==> config.mk <==
export PLATFORM = sky130hd
export DESIGN_NAME = toy_bus_arb_node_rr_pld_type_toybusreq
export DESIGN_NICKNAME = d
export VERILOG_FILES = /design/src/rtl/toy_bus_pkg.sv /design/src/rtl/toy_bus_rr_arb2.sv /design/src/rtl/toy_bus_arb_node_rr_pld_type_toybusreq.sv
export SDC_FILE = /design/constraint.sdc
export NUM_CORES = 1
export LEC_CHECK = 0
export CAP_MARGIN = 10
export CORE_AREA = 3 3 397 399
export CTS_CLUSTER_SIZE = 40
export DETAILED_ROUTE_END_ITERATION = 6
export DIE_AREA = 0 0 400 402
export PLACE_DENSITY = 0.3
export SYNTH_ARGS = -nofsm -noshare
export SYNTH_HDL_FRONTEND = slang
export SYNTH_SLANG_ARGS = --single-unit
==> constraint.sdc <==
create_clock -name clk -period 2.1 [get_ports clk]
set_input_delay 0.42 -clock clk [delete_from_list [all_inputs] [get_ports clk]]
set_output_delay 0.42 -clock clk [all_outputs]
set_load 0.01 [all_outputs]
==> src/rtl/toy_bus_pkg.sv <==
// Shared ToyBusReq field widths and the packed request payload record.
package toy_bus_pkg;

    localparam int ADDR_W = 32;
    localparam int STRB_W = 32;
    localparam int DATA_W = 256;
    localparam int ID_W   = 4;
    localparam int SB_W   = 10;
    localparam int PLD_W  = ADDR_W + STRB_W + DATA_W + 1 + 2 * ID_W + SB_W;

    typedef struct packed {
        logic [ADDR_W-1:0] addr;
        logic [STRB_W-1:0] strb;
        logic [DATA_W-1:0] data;
        logic              opcode;
        logic [ID_W-1:0]   src_id;
        logic [ID_W-1:0]   tgt_id;
        logic [SB_W-1:0]   sideband;
    } toy_bus_req_pld_t;

endpackage

==> src/rtl/toy_bus_rr_arb2.sv <==
// Two-input round-robin arbiter with a grant lock that pins the winner while
// the downstream side stalls.
module toy_bus_rr_arb2 (
    input  logic       clk,
    input  logic       rst_n,
    input  logic [1:0] req,
    input  logic       accept,
    input  logic       stall,
    output logic       sel,
    output logic       gnt_vld
);

    logic prio;
    logic lock;
    logic lock_id;

    // A locked grant outranks both prio and any newly raised request.
    always_comb begin
        sel = 1'b0;
        if (lock)
            sel = lock_id;
        else if (req[0] && req[1])
            sel = prio;
        else
            sel = req[1];
        gnt_vld = req[sel];
    end

    always_ff @(posedge clk or negedge rst_n) begin
        if (!rst_n) begin
            prio    <= 1'b0;
            lock    <= 1'b0;
            lock_id <= 1'b0;
        end else if (accept) begin
            prio <= ~sel;
            lock <= 1'b0;
        end else if (stall) begin
            lock    <= 1'b1;
            lock_id <= sel;
        end
    end

endmodule

==> src/rtl/toy_bus_arb_node_rr_pld_type_toybusreq.sv <==
// 2:1 round-robin merge node for ToyBusReq channels.
// TOY_BUS_ARB_NODE_OUT_REG_EN adds a 1-entry output register slice.
module toy_bus_arb_node_rr_pld_type_toybusreq
    import toy_bus_pkg::*;
#(
    parameter int ADDR_W = toy_bus_pkg::ADDR_W,
    parameter int STRB_W = toy_bus_pkg::STRB_W,
    parameter int DATA_W = toy_bus_pkg::DATA_W,
    parameter int ID_W   = toy_bus_pkg::ID_W,
    parameter int SB_W   = toy_bus_pkg::SB_W
) (
    input  logic              clk,
    input  logic              rst_n,
    input  logic              in0_vld,
    output logic              in0_rdy,
    input  logic [ADDR_W-1:0] in0_addr,
    input  logic [STRB_W-1:0] in0_strb,
    input  logic [DATA_W-1:0] in0_data,
    input  logic              in0_opcode,
    input  logic [ID_W-1:0]   in0_src_id,
    input  logic [ID_W-1:0]   in0_tgt_id,
    input  logic [SB_W-1:0]   in0_sideband,
    input  logic              in1_vld,
    output logic              in1_rdy,
    input  logic [ADDR_W-1:0] in1_addr,
    input  logic [STRB_W-1:0] in1_strb,
    input  logic [DATA_W-1:0] in1_data,
    input  logic              in1_opcode,
    input  logic [ID_W-1:0]   in1_src_id,
    input  logic [ID_W-1:0]   in1_tgt_id,
    input  logic [SB_W-1:0]   in1_sideband,
    output logic              out0_vld,
    input  logic              out0_rdy,
    output logic [ADDR_W-1:0] out0_addr,
    output logic [STRB_W-1:0] out0_strb,
    output logic [DATA_W-1:0] out0_data,
    output logic              out0_opcode,
    output logic [ID_W-1:0]   out0_src_id,
    output logic [ID_W-1:0]   out0_tgt_id,
    output logic [SB_W-1:0]   out0_sideband
);

    toy_bus_req_pld_t pld0, pld1, pld_sel, pld_out;
    logic sel, gnt_vld, accept, stall, sel_rdy, vld_out;

    assign pld0 = '{addr: in0_addr, strb: in0_strb, data: in0_data, opcode: in0_opcode,
                    src_id: in0_src_id, tgt_id: in0_tgt_id, sideband: in0_sideband};
    assign pld1 = '{addr: in1_addr, strb: in1_strb, data: in1_data, opcode: in1_opcode,
                    src_id: in1_src_id, tgt_id: in1_tgt_id, sideband: in1_sideband};
    // With no requester sel falls to 0, so the idle payload is in0's.
    assign pld_sel = sel ? pld1 : pld0;

    toy_bus_rr_arb2 u_arb (
        .clk     (clk),
        .rst_n   (rst_n),
        .req     ({in1_vld, in0_vld}),
        .accept  (accept),
        .stall   (stall),
        .sel     (sel),
        .gnt_vld (gnt_vld)
    );

`ifdef TOY_BUS_ARB_NODE_OUT_REG_EN
    logic             buf_vld;
    toy_bus_req_pld_t buf_pld;
    logic             can_load;

    // Arbitration happens at load time, so the lock is never needed here.
    assign can_load = !buf_vld || out0_rdy;
    assign accept   = gnt_vld && can_load;
    assign stall    = 1'b0;
    assign sel_rdy  = can_load;

    always_ff @(posedge clk or negedge rst_n) begin
        if (!rst_n)
            buf_vld <= 1'b0;
        else if (accept)
            buf_vld <= 1'b1;
        else if (out0_rdy)
            buf_vld <= 1'b0;
    end

    always_ff @(posedge clk) begin
        if (accept)
            buf_pld <= pld_sel;
    end

    assign vld_out = buf_vld;
    assign pld_out = buf_pld;
`else
    assign accept  = gnt_vld && out0_rdy;
    assign stall   = gnt_vld && !out0_rdy;
    assign sel_rdy = out0_rdy;
    assign vld_out = gnt_vld;
    assign pld_out = pld_sel;
`endif

    // Gate handshake outputs with rst_n so they drop the instant reset asserts.
    assign out0_vld = vld_out && rst_n;
    assign in0_rdy  = rst_n && sel_rdy && !sel;
    assign in1_rdy  = rst_n && sel_rdy && sel;

    assign out0_addr     = pld_out.addr;
    assign out0_strb     = pld_out.strb;
    assign out0_data     = pld_out.data;
    assign out0_opcode   = pld_out.opcode;
    assign out0_src_id   = pld_out.src_id;
    assign out0_tgt_id   = pld_out.tgt_id;
    assign out0_sideband = pld_out.sideband;

endmodule

==> impl_metrics.yaml <==
outcome:
  status: "finished, violations left"
  violations: "negative setup slack"
timing:
  worst_pin_slew_ps: 338
  setup_tns_ps: -124140
  fin_skew_ps: 0.265
  slew_violations: 0
  period_needed_ps: 2620
  relSlewSlack_pct: 77.4
  hold_violations: 0
  setup_viol: 342
  post-route-period-util_pct: 125
  max_freq_ghz: 0.382
  rsz0062_at_grt: "true"
  worst_slack_ps: -520
hold_path:
  whs_endpoint: "u_arb.prio$_DFFE_PN0P_"
  hold_depth: 3
  hold_start: "in1_vld"
  hold_path_class: "in -> reg"
floorplanning:
  boundaryPins: 1025
  initial_core_util_pct: 3.56
  core_mm2: 0.154
  dieHeight_um: 402
  core.rowCount: 144
  chipWidth_um: 400
  die_area_mm2: 0.161
worst_setup_path:
  r2r_setup_slack_ps: -280
  worst_setup_path_start_kind: "register"
  crit_arrival_ps: 2200
  ff2ff_path_depth: 16
  path_max_fanout: 8
  regToRegStartpoint: "u_arb.prio$_DFFE_PN0P_"
  critPathKind: "reg -> out"
  required_ps: 1680
  cp-end-kind: "output pin"
  worstReg2RegEnd: "u_arb.lock_id$_DFFE_PN0P_"
pwr:
  p_per_area_mw_per_mm2: 711
  combPwrFrac_pct: 97.2
  power.switching_mw: 6.35
  ir_drop_uv: 271
  power_mw: 14.2
  swShare_pct: 44.9
  power.share.clock_pct: 2.1
  p_leak_nw: 8.49
  p_int_mw: 7.81
  seq_power_share_pct: 0.6
logic_synthesis:
  yosysMostFrequentCell: "mux2_4"
  syn_nets: 1084
  dominantRegCellSynth: "dfrtp_1"
  yosys_register_bits: 3
  synth_seq_area_share_pct: 1.37
  syn_area_mm2: 0.00549
  ys_types: 17
  yosysTopAreaCell: "mux2_4"
  synth-edff-count: 0
  async_reset_ff_share_pct: 100
  synth.avg_cell_area_um2: 13.7
  yosys.area.top_type_share_pct: 78.7
  synth_warnings: 0
  yosys-top-cells-area: "mux2_4 79%, mux2_2 10%, buf_6 6.6%"
  synthCells: 401
  synthTopCellsByCount: "288 x mux2_4, 51 x mux2_2, 32 x buf_6"
finish:
  syn_to_final_growth_pct: 262
  fin_cells: 3618
  nFillCells: 17700
  drive_gt1_share_pct: 52.1
  nNetsFinal: 2243
  stdcell_area_mm2: 0.0199
routing:
  route.detailed.drc: 0
  wl_mm: 115
  drt-initial-drc-count: 458
  drtPass1Iterations: 4
  vias: 8669
  wl_per_cell_um: 31.9
  via_per_inst: 2.40
  ant_nets: 0
global_route:
  overflow: 0
  grt_start_max_net_pins: 32
  first_global_vias: 9260
  grt_pass1_wl_mm: 133
  track_usage_pct: 13.3
  antenna_found_initial: 50
clock_network:
  cts.sinks: 3
  cts_root_buf: "clkbuf_16"
  clk-insertion-delay-late_ps: 220
  cts_buffers: 3
  cts_max_level: 1
  tritoncts: "yes"
  cts_buffer_depth: 2
  holdBufCountCts: 0
  path_clk_slew_ps: 30
placement:
  dp_slack_ps: -1040
  dpl_cell_area_mm2: 0.0187
  io_buffers: 1024
  placed_cells: 3513
  place_congestion: 0.932
  dp_hpwl_mm: 107
run:
  max_cap_viol_count: 0
## registers in the layout, indices dropped and copies added, names as in the netlist
register,cells
u_arb.prio,1
u_arb.lock,1
u_arb.lock_id,1
## repair_timing
action                     4_1_cts  5_1_grt
setup buffers                   34       43
gates cloned                     5       10
resized for setup              428      292
setup endpoints to repair      342      343
pin swaps                        1        1
## power groups by stage
| stage | sequential (mW) | clock (mW) | combinational (mW) |
|---|---|---|---|
| 3_5_place_dp | 0.0895 | 0 | 12.7 |
| 4_1_cts | 0.0913 | 0.306 | 13.3 |
| 5_1_grt | 0.0941 | 0.310 | 14.4 |
| 2_1_floorplan | 0.0935 | 0 | 5.01 |
| 3_3_place_gp | 0.0894 | 0 | 12.7 |
| 6_report | 0.0918 | 0.304 | 13.8 |
## cell usage in the layout (no fill, tap or decap), types with 2 or more instances in the layout
cell and count:
a31oi_1 2, dlygate4sd2_1 8, clkbuf_2 53, mux2_4 298, o21ai_0 2, buf_6 103
diode_2 15, mux2_2 41, clkbuf_16 12, dlymetal6s2s_1 34, clkdlybuf4s15_2 6, nand2_1 4
nor2_1 4, dfrtp_1 3, buf_12 49, buf_4 183, buf_8 6, buf_2 45
clkdlybuf4s50_1 682, buf_16 13
## cells by family after synthesis
logic type | Yosys count | synth area share [%]
simple gates | 12 | 1.00
compound gates | 8 | 0.979
buf+inv | 38 | 7.29
flops | 3 | 1.37
mux | 340 | 89.4
## per-layer routing
| metal | routed length, µm | global-route usage [%] | up-vias |
|---|---|---|---|
| li1 | - | - | 3875 |
| met1 | 46100 | 16.0 | 4144 |
| met2 | 59800 | 25.1 | 550 |
| met3 | 8060 | 2.87 | 74 |
| met4 | 1110 | 0.556 | 26 |
| met5 | 185 | 0 | - |
## critical path: stages, from the launching register on
cell and delay (ps):
dfrtp_1 380, nand2b_4 150, a22o_4 280, buf_12 170, buf_12 130, buf_12 130, clkbuf_16 170, mux2_4 360
buf_6 150
## worst max-delay path by stage
stage                                      start                         to  slack (ps)  cells after the start
after detailed placement                 in1_vld             out0_data[157]       -1040                      7
after floorplan           u_arb.prio$_DFFE_PN0P_             out0_data[130]         240                      6
final                     u_arb.prio$_DFFE_PN0P_             out0_data[199]        -520                      8
after global routing      u_arb.prio$_DFFE_PN0P_             out0_data[162]        -540                      8
after CTS                 u_arb.prio$_DFFE_PN0P_  u_arb.lock_id$_DFFE_PN0P_        -600                     18
after global placement                   in1_vld             out0_data[157]       -1100                      7
## per-stage QoR
| stage | hold slack, ps | util [%] |
|---|---|---|
| detailed placement | 653 | 12.2 |
| floorplan | 124 | - |
| finish | 537 | 12.9 |
| global route | 568 | 12.9 |
| global placement | 618 | 12.2 |
| CTS | 612 | 12.4 |
## area by class of cell
cell class	instances	area, µm²	share of cell area, %
repair buffers	1192	12100	60.7
multi-input cells	360	5080	25.5
well taps	2044	2560	12.8
clock buffers	4	78.8	0.396
flip-flops and latches	3	75.1	0.377
diodes	15	37.5	0.189
Power figures use the tool's default switching activity.
